--- config.mk ---
export PLATFORM = sky130hd
export DESIGN_NAME = dmem_arbiter
export DESIGN_NICKNAME = d
export VERILOG_FILES = /design/src/rtl/dmem_arbiter.sv
export SDC_FILE = /design/constraint.sdc
export NUM_CORES = 1
export LEC_CHECK = 0
export BUFFER_PORTS_ARGS = -buffer_cell sky130_fd_sc_hd__buf_2
export CORE_ASPECT_RATIO = 1.75
export CORE_MARGIN = 10
export CORE_UTILIZATION = 25
export CTS_CLUSTER_DIAMETER = 80
export CTS_CLUSTER_SIZE = 10
export DETAILED_ROUTE_END_ITERATION = 6
export SLEW_MARGIN = 10
export SYNTH_ARGS = -nofsm -noshare
export SYNTH_HDL_FRONTEND = slang
export SYNTH_SLANG_ARGS = --single-unit
--- constraint.sdc ---
create_clock -name clk -period 1.8 [get_ports clk]
set_input_delay 0.36 -clock clk [delete_from_list [all_inputs] [get_ports clk]]
set_output_delay 0.36 -clock clk [all_outputs]
set_load 0.1 [all_outputs]
--- src/rtl/dmem_arbiter.sv ---
// dmem_arbiter: shares one single-port data memory between the CPU MEM
// stage and a debug/loader port. The CPU wins by default. Debug wins when
// the CPU is idle, or once it has waited MAX_WAIT consecutive cycles.
// Debug accesses complete with a registered one-cycle ack and read data.
// Optional feature: define DMEM_ARB_STALL_CNT_EN to add a saturating
// 16-bit cpu_stall cycle counter on output stall_cnt.
module dmem_arbiter #(
  parameter int ADDR_W   = 7,
  parameter int MAX_WAIT = 4
) (
  input  logic              clk,
  input  logic              rst,
  input  logic              cpu_req,
  input  logic              cpu_we,
  input  logic [ADDR_W-1:0] cpu_addr,
  input  logic [31:0]       cpu_wdata,
  output logic [31:0]       cpu_rdata,
  output logic              cpu_stall,
  input  logic              dbg_req,
  input  logic              dbg_we,
  input  logic [ADDR_W-1:0] dbg_addr,
  input  logic [31:0]       dbg_wdata,
  output logic              dbg_ack,
  output logic [31:0]       dbg_rdata,
  output logic [ADDR_W-1:0] mem_addr,
  output logic              mem_we,
  output logic              mem_re,
  output logic [31:0]       mem_wdata,
`ifdef DMEM_ARB_STALL_CNT_EN
  output logic [15:0]       stall_cnt,
`endif
  input  logic [31:0]       mem_rdata
);

  localparam logic [3:0] MAX_WAIT_C = 4'(MAX_WAIT);

  typedef enum logic {D_IDLE = 1'b0, D_ACK = 1'b1} dstate_t;

  dstate_t    state;
  logic [3:0] wait_cnt;
  logic       dbg_elig;
  logic       dbg_grant;
  logic       cpu_grant;

  // Counters stop at all-ones instead of wrapping.
  function automatic logic [3:0] sat_inc4(input logic [3:0] v);
    return (v == 4'hF) ? v : v + 4'd1;
  endfunction

  function automatic logic [15:0] sat_inc16(input logic [15:0] v);
    return (v == 16'hFFFF) ? v : v + 16'd1;
  endfunction

  // Grant decision: debug is never eligible in its ack cycle, so a
  // still-held request is not served twice.
  always_comb begin
    dbg_elig  = dbg_req & (state == D_IDLE);
    dbg_grant = dbg_elig & (~cpu_req | (wait_cnt >= MAX_WAIT_C));
    cpu_grant = cpu_req & ~dbg_grant;
    cpu_stall = cpu_req & ~cpu_grant;
  end

  // Memory port mux: the winner drives the memory; idle drives zeros.
  always_comb begin
    mem_addr  = '0;
    mem_we    = 1'b0;
    mem_re    = 1'b0;
    mem_wdata = '0;
    if (cpu_grant) begin
      mem_addr  = cpu_addr;
      mem_we    = cpu_we;
      mem_re    = ~cpu_we;
      mem_wdata = cpu_wdata;
    end else if (dbg_grant) begin
      mem_addr  = dbg_addr;
      mem_we    = dbg_we;
      mem_re    = ~dbg_we;
      mem_wdata = dbg_wdata;
    end
  end

  assign cpu_rdata = mem_rdata;

  // Debug FSM with registered ack; a grant in the reset cycle is dropped.
  always_ff @(posedge clk) begin
    if (rst) begin
      state   <= D_IDLE;
      dbg_ack <= 1'b0;
    end else begin
      case (state)
        D_IDLE: begin
          if (dbg_grant) begin
            state   <= D_ACK;
            dbg_ack <= 1'b1;
          end else begin
            dbg_ack <= 1'b0;
          end
        end
        default: begin
          state   <= D_IDLE;
          dbg_ack <= 1'b0;
        end
      endcase
    end
  end

  // Consecutive debug wait cycles; reaching MAX_WAIT forces a debug grant.
  always_ff @(posedge clk) begin
    if (rst) begin
      wait_cnt <= 4'd0;
    end else if (dbg_grant || !dbg_req) begin
      wait_cnt <= 4'd0;
    end else if (state == D_IDLE) begin
      wait_cnt <= sat_inc4(wait_cnt);
    end
  end

  // Debug read data is captured on a read grant and held otherwise.
  always_ff @(posedge clk) begin
    if (rst) begin
      dbg_rdata <= 32'd0;
    end else if (dbg_grant && !dbg_we) begin
      dbg_rdata <= mem_rdata;
    end
  end

`ifdef DMEM_ARB_STALL_CNT_EN
  // Count CPU stall cycles, saturating.
  always_ff @(posedge clk) begin
    if (rst) begin
      stall_cnt <= 16'd0;
    end else if (cpu_stall) begin
      stall_cnt <= sat_inc16(stall_cnt);
    end
  end
`endif

endmodule

==> metrics.yaml, run 1 <==
worst_setup_path:
  critical_path.slowest_cell: "nor3_1"
  crit_fanout: 3
  crit_type: "reg -> out"
  max_stage_delay_ns: 0.43
  crit_required_ns: 1.44
  worstPathCellList: "buf_6, nor3b_4, buf_4, nor3_1, a31o_4, buf_12"
  endpoint_kind: "primary output"
  critical_path_arrival_ns: 1.68
  cp-start-kind: "flop"
synthesis:
  syn_nets: 470
  synth.cell_area_mm2: 0.00256
  yosysWarnings: 0
  synth_seq_area_share_pct: 28.9
  syn_avg_cell_area_um2: 7.26
  yosysTopAreaCellShare_pct: 28.9
  synthCells: 353
  synthDistinctLibCells: 27
  synth_top_cell_by_area: "dfxtp_1"
  synth-seq-cells: 37
  synth.area.top_cells: "dfxtp_1, nand4b_1, buf_4, o31ai_1, nand3_1"
sta:
  rsz0062_at_grt: "true"
  fmax_ghz: 0.491
  finalMaxSlewViolations: 0
  fin_skew_ns: 0.00697
  setup_violations: 41
  layout_min_cycle_time_ns: 2.04
  setup_ws_ns: -0.237
  tightest_slew_ns: 0.535
  slew_headroom_pct: 64.3
  period_share_pct: 113
  tns_ns: -9.01
  hold_viol: 0
finish:
  areaGrowthSynthToFinish_pct: 92.5
  final_common_cell: "buf_2"
  final_cell_mix: "buf_2, buf_12, nand2_1, nand3_1, o21ai_4"
  antenna_cells: 0
  drive_gt1_share_pct: 57.6
  nets: 652
  fillerInstances: 967
cts:
  numCtsBuffers: 5
  clk_pin_slew_ns: 0.06
  h-tree-depth: 2
  ctsHoldBuffers: 0
  clock_sinks: 37
  insertion_delay_ns: 0.29
  cts-root-buf: "clkbuf_16"
  cts_tree: "done"
  clk_path_buf_depth: 2
floorplan:
  chipWidth_um: 96.5
  die-area_mm2: 0.0149
  ioPinCount: 223
  core-area_mm2: 0.00997
  start_util_pct: 25.7
  die_h_um: 154
  rows: 48
placed_design:
  dp_hpwl_mm: 10.1
  gp_congestion: 0.730
  io_buffers: 222
global_route:
  globalRouteOverflowTotal: 0
  antenna_found_initial: 0
  grt_pass1_wl_mm: 19.2
  grt_pass1_vias: 3575
  grt_max_degree: 65
  grt_usage_pct: 16.2
drt:
  drtPass1Iterations: 4
  ant_nets: 0
  vias: 3370
  vias_per_cell: 5.10
  drt_iter0_markers: 158
  wl_per_cell_um: 18.9
  wirelength_mm: 12.5
  route.detailed.drc: 0
power_and_ir_drop:
  p_leak_nw: 2.17
  power.total_mw: 3.80
  irDropWorstVdd_v: 0.000447
  p_per_area_mw_per_mm2: 771
status:
  violations: "negative setup slack"
  outcome: "complete, but fails checks"
flow_run:
  drv_cap: 0
min_path:
  hold_class: "in -> reg"
metrics by stage:
step / area (um^2) / hold slack [ns] / std cells / util, % / worst slack [ns]
4_1_cts: 4930 / 0.312 / 661 / 49.4 / -0.255
5_1_grt: 4930 / 0.328 / 661 / 49.4 / -0.319
6_report: 4930 / 0.318 / 661 / 49.4 / -0.237
3_3_place_gp: 4730 / 0.451 / 652 / 47.5 / -0.189
2_1_floorplan: 3100 / 0.449 / 353 / - / -0.427
3_5_place_dp: 4730 / 0.457 / 652 / 47.5 / -0.234
per-layer routing:
layer / up-vias / routed length, um / GRT usage [%]
met3: 8 / 2020 / 10.2
met4: 0 / 148 / 4.38
met1: 1579 / 4150 / 16.3
met5: - / 0 / 0
li1: 1601 / - / -
met2: 182 / 6180 / 26.8
cell usage after synthesis:
library cell  number
nor3_1             2
a31o_2             1
buf_2             19
or3_1              1
nand3_1           39
nor3b_4            1
nor2b_1            1
mux2i_1            1
a21oi_1           35
ha_1               1
o21ai_1           10
nand3b_1           1
and3_1             1
a31oi_1            1
clkbuf_1          20
or3b_1             1
nand2_1           44
inv_1              1
buf_6              1
dfxtp_1           37
o21ai_0           29
nor2_1             4
buf_1              4
buf_4             32
nand2b_1           2
o31ai_1           32
nand4b_1          32
final timing paths:
path / startpoint / endpoint / slack, ns / cells past startpoint
setup / recovery: wait_cnt[2] / mem_re / -0.24 / 6
hold / removal: rst / state / 0.32 / 2
setup reg to reg: wait_cnt[2] / wait_cnt[0] / 0.31 / 4
hold reg to reg: dbg_rdata[3] / dbg_rdata[3] / 0.46 / 2
registers in the layout (all words and copies together), names as in the netlist:
name / flops
dbg_rdata: 32
state: 1
wait_cnt: 4
where the power goes:
group / switching, mW / total [mW] / internal (mW)
logic: 1.47 / 2.08 / 0.614
registers: 0.0141 / 0.858 / 0.844
clock network: 0.350 / 0.858 / 0.508
cells by family after synthesis:
logic type,count (synthesis),synth area share [%]
DFF,37,28.9
buffers and inverters,77,17.2
AOI/OAI and AO/OA,108,24.4
adders and majority gates,1,0.488
muxes,1,0.391
and+or+nand+nor,129,28.6
worst max-delay path, delay by kind of cell, from the launching register on:
| family | cells | cell delay, ns |
|---|---|---|
| AND/OR/NAND/NOR | 2 | 0.47 |
| buffers and inverters | 3 | 0.41 |
| flip-flops | 1 | 0.34 |
| AO/OA/AOI/OAI | 1 | 0.18 |
repair_timing:
item	4_1_cts	5_1_grt
resized for setup	15	0
setup endpoints to repair	42	42
setup buffers	1	1
pin swaps	0	1
area by class of cell:
class	instances	area, um^2	area share [%]
inverters	1	3.75	0.0761
flip-flops and latches	37	747	15.2
well taps	125	156	3.17
clock buffers	5	125	2.54
clock inverters	3	16.3	0.330
multi-input cells	239	1870	37.9
repair buffers	251	2010	40.8
Power figures use the tool's default switching activity.
==> run 2: changes to the inputs <==
CORE_UTILIZATION = 39   (was 25)
CTS_CLUSTER_SIZE = 8   (was 10)
GPL_TIMING_DRIVEN = 1   (was default)
PLACE_DENSITY = 0.82   (was default)
==> run 2 against run 1 <==
Net effect: highest routed layer unchanged; sequential cell count unchanged; register-to-register slack got worse by 0.23 ns; the flow still finishes with violations (negative setup slack); global-route usage increased by 5.4 points.
==> metrics.yaml, run 2 (synthesis results as in run 1) <==
placed_design:
  io_buffers: 222  # unchanged
  dp_hpwl_mm: 9.52  # was 10.1 mm
  pre_cts_ws_ns: -0.177  # was -0.234 ns
  gp_congestion: 0.790  # was 0.730
worst_setup_path:
  cp_num_buf_inv: 3  # unchanged
  crit_type: "reg -> out"  # unchanged
  cpLargestDelayFamily: "buffers and inverters"  # was simple AND/OR/NAND/NOR gates
  max_stage_delay_ns: 0.33  # was 0.43 ns
  endpoint_kind: "primary output"  # unchanged
  crit_required_ns: 1.44  # about the same
  cp-start-kind: "flop"  # unchanged
  worstPathCellList: "buf_6, nor3b_4, nor2_4, clkbuf_16, o21ai_4, buf_12"  # was buf_6, nor3b_4, buf_4, nor3_1, a31o_4, buf_12
  critical_path.slowest_cell: "dfxtp_2"  # was nor3_1
  critical_path_arrival_ns: 1.67  # was 1.68 ns
  crit_fanout: 10  # was 3
global_route:
  antenna_found_initial: 0  # unchanged
  grt_max_degree: 65  # unchanged
  grt_pass1_wl_mm: 18.1  # was 19.2 mm
  grt_usage_pct: 21.6  # was 16.2%
  grt_pass1_vias: 3519  # was 3,575
  globalRouteOverflowTotal: 0  # unchanged
floorplan:
  ioPinCount: 223  # unchanged
  rows: 39  # was 48
  die_h_um: 127  # was 154 um
  start_util_pct: 39.8  # was 25.7%
  die-area_mm2: 0.0103  # was 0.0149 mm^2
  core-area_mm2: 0.00644  # was 0.00997 mm^2
  chipWidth_um: 81.3  # was 96.5 um
sta:
  period_share_pct: 113  # about the same
  fmax_ghz: 0.493  # was 0.491 GHz
  setup_ws_ns: -0.230  # was -0.237 ns
  hold_viol: 0  # unchanged
  layout_min_cycle_time_ns: 2.03  # was 2.04 ns
  finalMaxSlewViolations: 0  # unchanged
  fin_skew_ns: 0.00326  # was 0.00697 ns
  rsz0062_at_grt: "true"  # unchanged
  slew_headroom_pct: 66.3  # was 64.3%
  hold_slack_ns: 0.277  # was 0.318 ns
  tightest_slew_ns: 0.502  # was 0.535 ns
  setup_violations: 42  # was 41
power_and_ir_drop:
  irDropWorstVdd_v: 0.000446  # was 0.000447 V
  p_switching_mw: 1.80  # was 1.83 mW
  p_leak_nw: 2.16  # was 2.17 nW
  p_per_area_mw_per_mm2: 787  # was 771 mW/mm^2
  p_comb_share_pct: 54.3  # was 54.8%
  p_int_mw: 2.05  # was 1.97 mW
  swShare_pct: 46.8  # was 48.2%
  clkPwrFrac_pct: 23.4  # was 22.6%
  pwr-share-seq_pct: 22.3  # was 22.6%
drt:
  wl_per_cell_um: 19.5  # was 18.9 um
  drtPass1Iterations: 4  # unchanged
  vias: 3380  # was 3,370
  wirelength_mm: 11.9  # was 12.5 mm
  route.detailed.drc: 0  # unchanged
  ant_nets: 0  # unchanged
  drt_iter0_markers: 241  # was 158
  vias_per_cell: 5.53  # was 5.10
cts:
  clk_pin_slew_ns: 0.06  # about the same
  h-tree-depth: 2  # unchanged
  cts-root-buf: "clkbuf_16"  # unchanged
  clock_sinks: 37  # unchanged
  cts_tree: "done"  # unchanged
  insertion_delay_ns: 0.28  # was 0.29 ns
  clk_path_buf_depth: 2  # unchanged
  numCtsBuffers: 5  # unchanged
  ctsHoldBuffers: 0  # unchanged
finish:
  largest-register: "dbg_rdata"  # unchanged
  final_cell_mix: "buf_2, buf_12, nand2_1, o21ai_4, nand3_1"  # was buf_2, buf_12, nand2_1, nand3_1, o21ai_4
  largest_register_ffs: 32  # unchanged
  nets: 645  # was 652
  reg_top3: "dbg_rdata (32), wait_cnt (4), state (1)"  # unchanged
  areaGrowthSynthToFinish_pct: 91.1  # was 92.5%
  final_common_cell: "buf_2"  # unchanged
  antenna_cells: 0  # unchanged
  drive_gt1_share_pct: 57.5  # was 57.6%
status:
  outcome: "complete, but fails checks"  # unchanged
  violations: "negative setup slack"  # unchanged
min_path:
  hold_class: "in -> reg"  # unchanged
flow_run:
  drv_cap: 0  # unchanged
==> run 2: layout make-up <==
| class | instances | area, um^2 |
|---|---|---|
| clock inverters | 1 | 5.00 |
| clock buffers | 7 | 153 |
| well taps | 82 | 103 |
| multi-input cells | 239 | 1880 |
| repair buffers | 244 | 2010 |
| inverters | 1 | 3.75 |
| flip-flops and latches | 37 | 747 |
| fillers | 463 | 1550 |
==> run 2: repair_timing <==
| action | CTS | global route |
|---|---|---|
| setup endpoints to repair | 43 | 42 |
| gates cloned | 0 | 2 |
| resized for setup | 13 | 0 |
| endpoints found under the hold margin | 0 | 0 |
| buffers inserted | 0 | 1 |
| pin swaps | 2 | 2 |
==> run 2: power by group through the flow <==
stage                     clock (mW)  sequential [mW]  combinational, mW
after floorplan                    0             1.05               1.32
after global placement             0            0.875               2.05
after detailed placement           0            0.877               2.07
after CTS                      0.917            0.859               2.08
after global routing           0.944            0.862               2.16
final                          0.901            0.859               2.09
==> run 2: worst paths after layout <==
check,startpoint,endpoint,slack [ns],cells past startpoint
worst max-delay path,wait_cnt[3],mem_wdata[4],-0.23,6
worst min-delay path,rst,state,0.28,2
worst max register to register,wait_cnt[2],wait_cnt[0],0.08,5
worst min register to register,dbg_rdata[16],dbg_rdata[16],0.47,2
==> run 2: per-stage QoR <==
stage / std cells / power (mW) / TNS [ns] / area, um^2 / util, %
final: 611 / 3.85 / -8.69 / 4890 / 76.0
after global routing: 611 / 3.97 / -11.57 / 4890 / 76.0
after CTS: 608 / 3.86 / -8.22 / 4840 / 75.1
after detailed placement: 600 / 2.95 / -5.83 / 4640 / 72.0
after global placement: 600 / 2.93 / -4.60 / 4640 / 72.0
after floorplan: 353 / 2.37 / -15.04 / 3100 / -
==> run 2: layer usage <==
| metal | track usage, % | routed length [um] |
|---|---|---|
| met1 | 21.1 | 3870 |
| met2 | 38.5 | 6230 |
| met3 | 10.2 | 1540 |
| met4 | 6.45 | 288 |
| met5 | 0 | 0 |
==> run 2: worst reg2reg max path, cell delays in order (launching register included) <==
cell and delay [ns]:
dfxtp_2 0.34, or3b_4 0.44, buf_4 0.16, buf_4 0.24
or3_1 0.35, a21oi_1 0.12
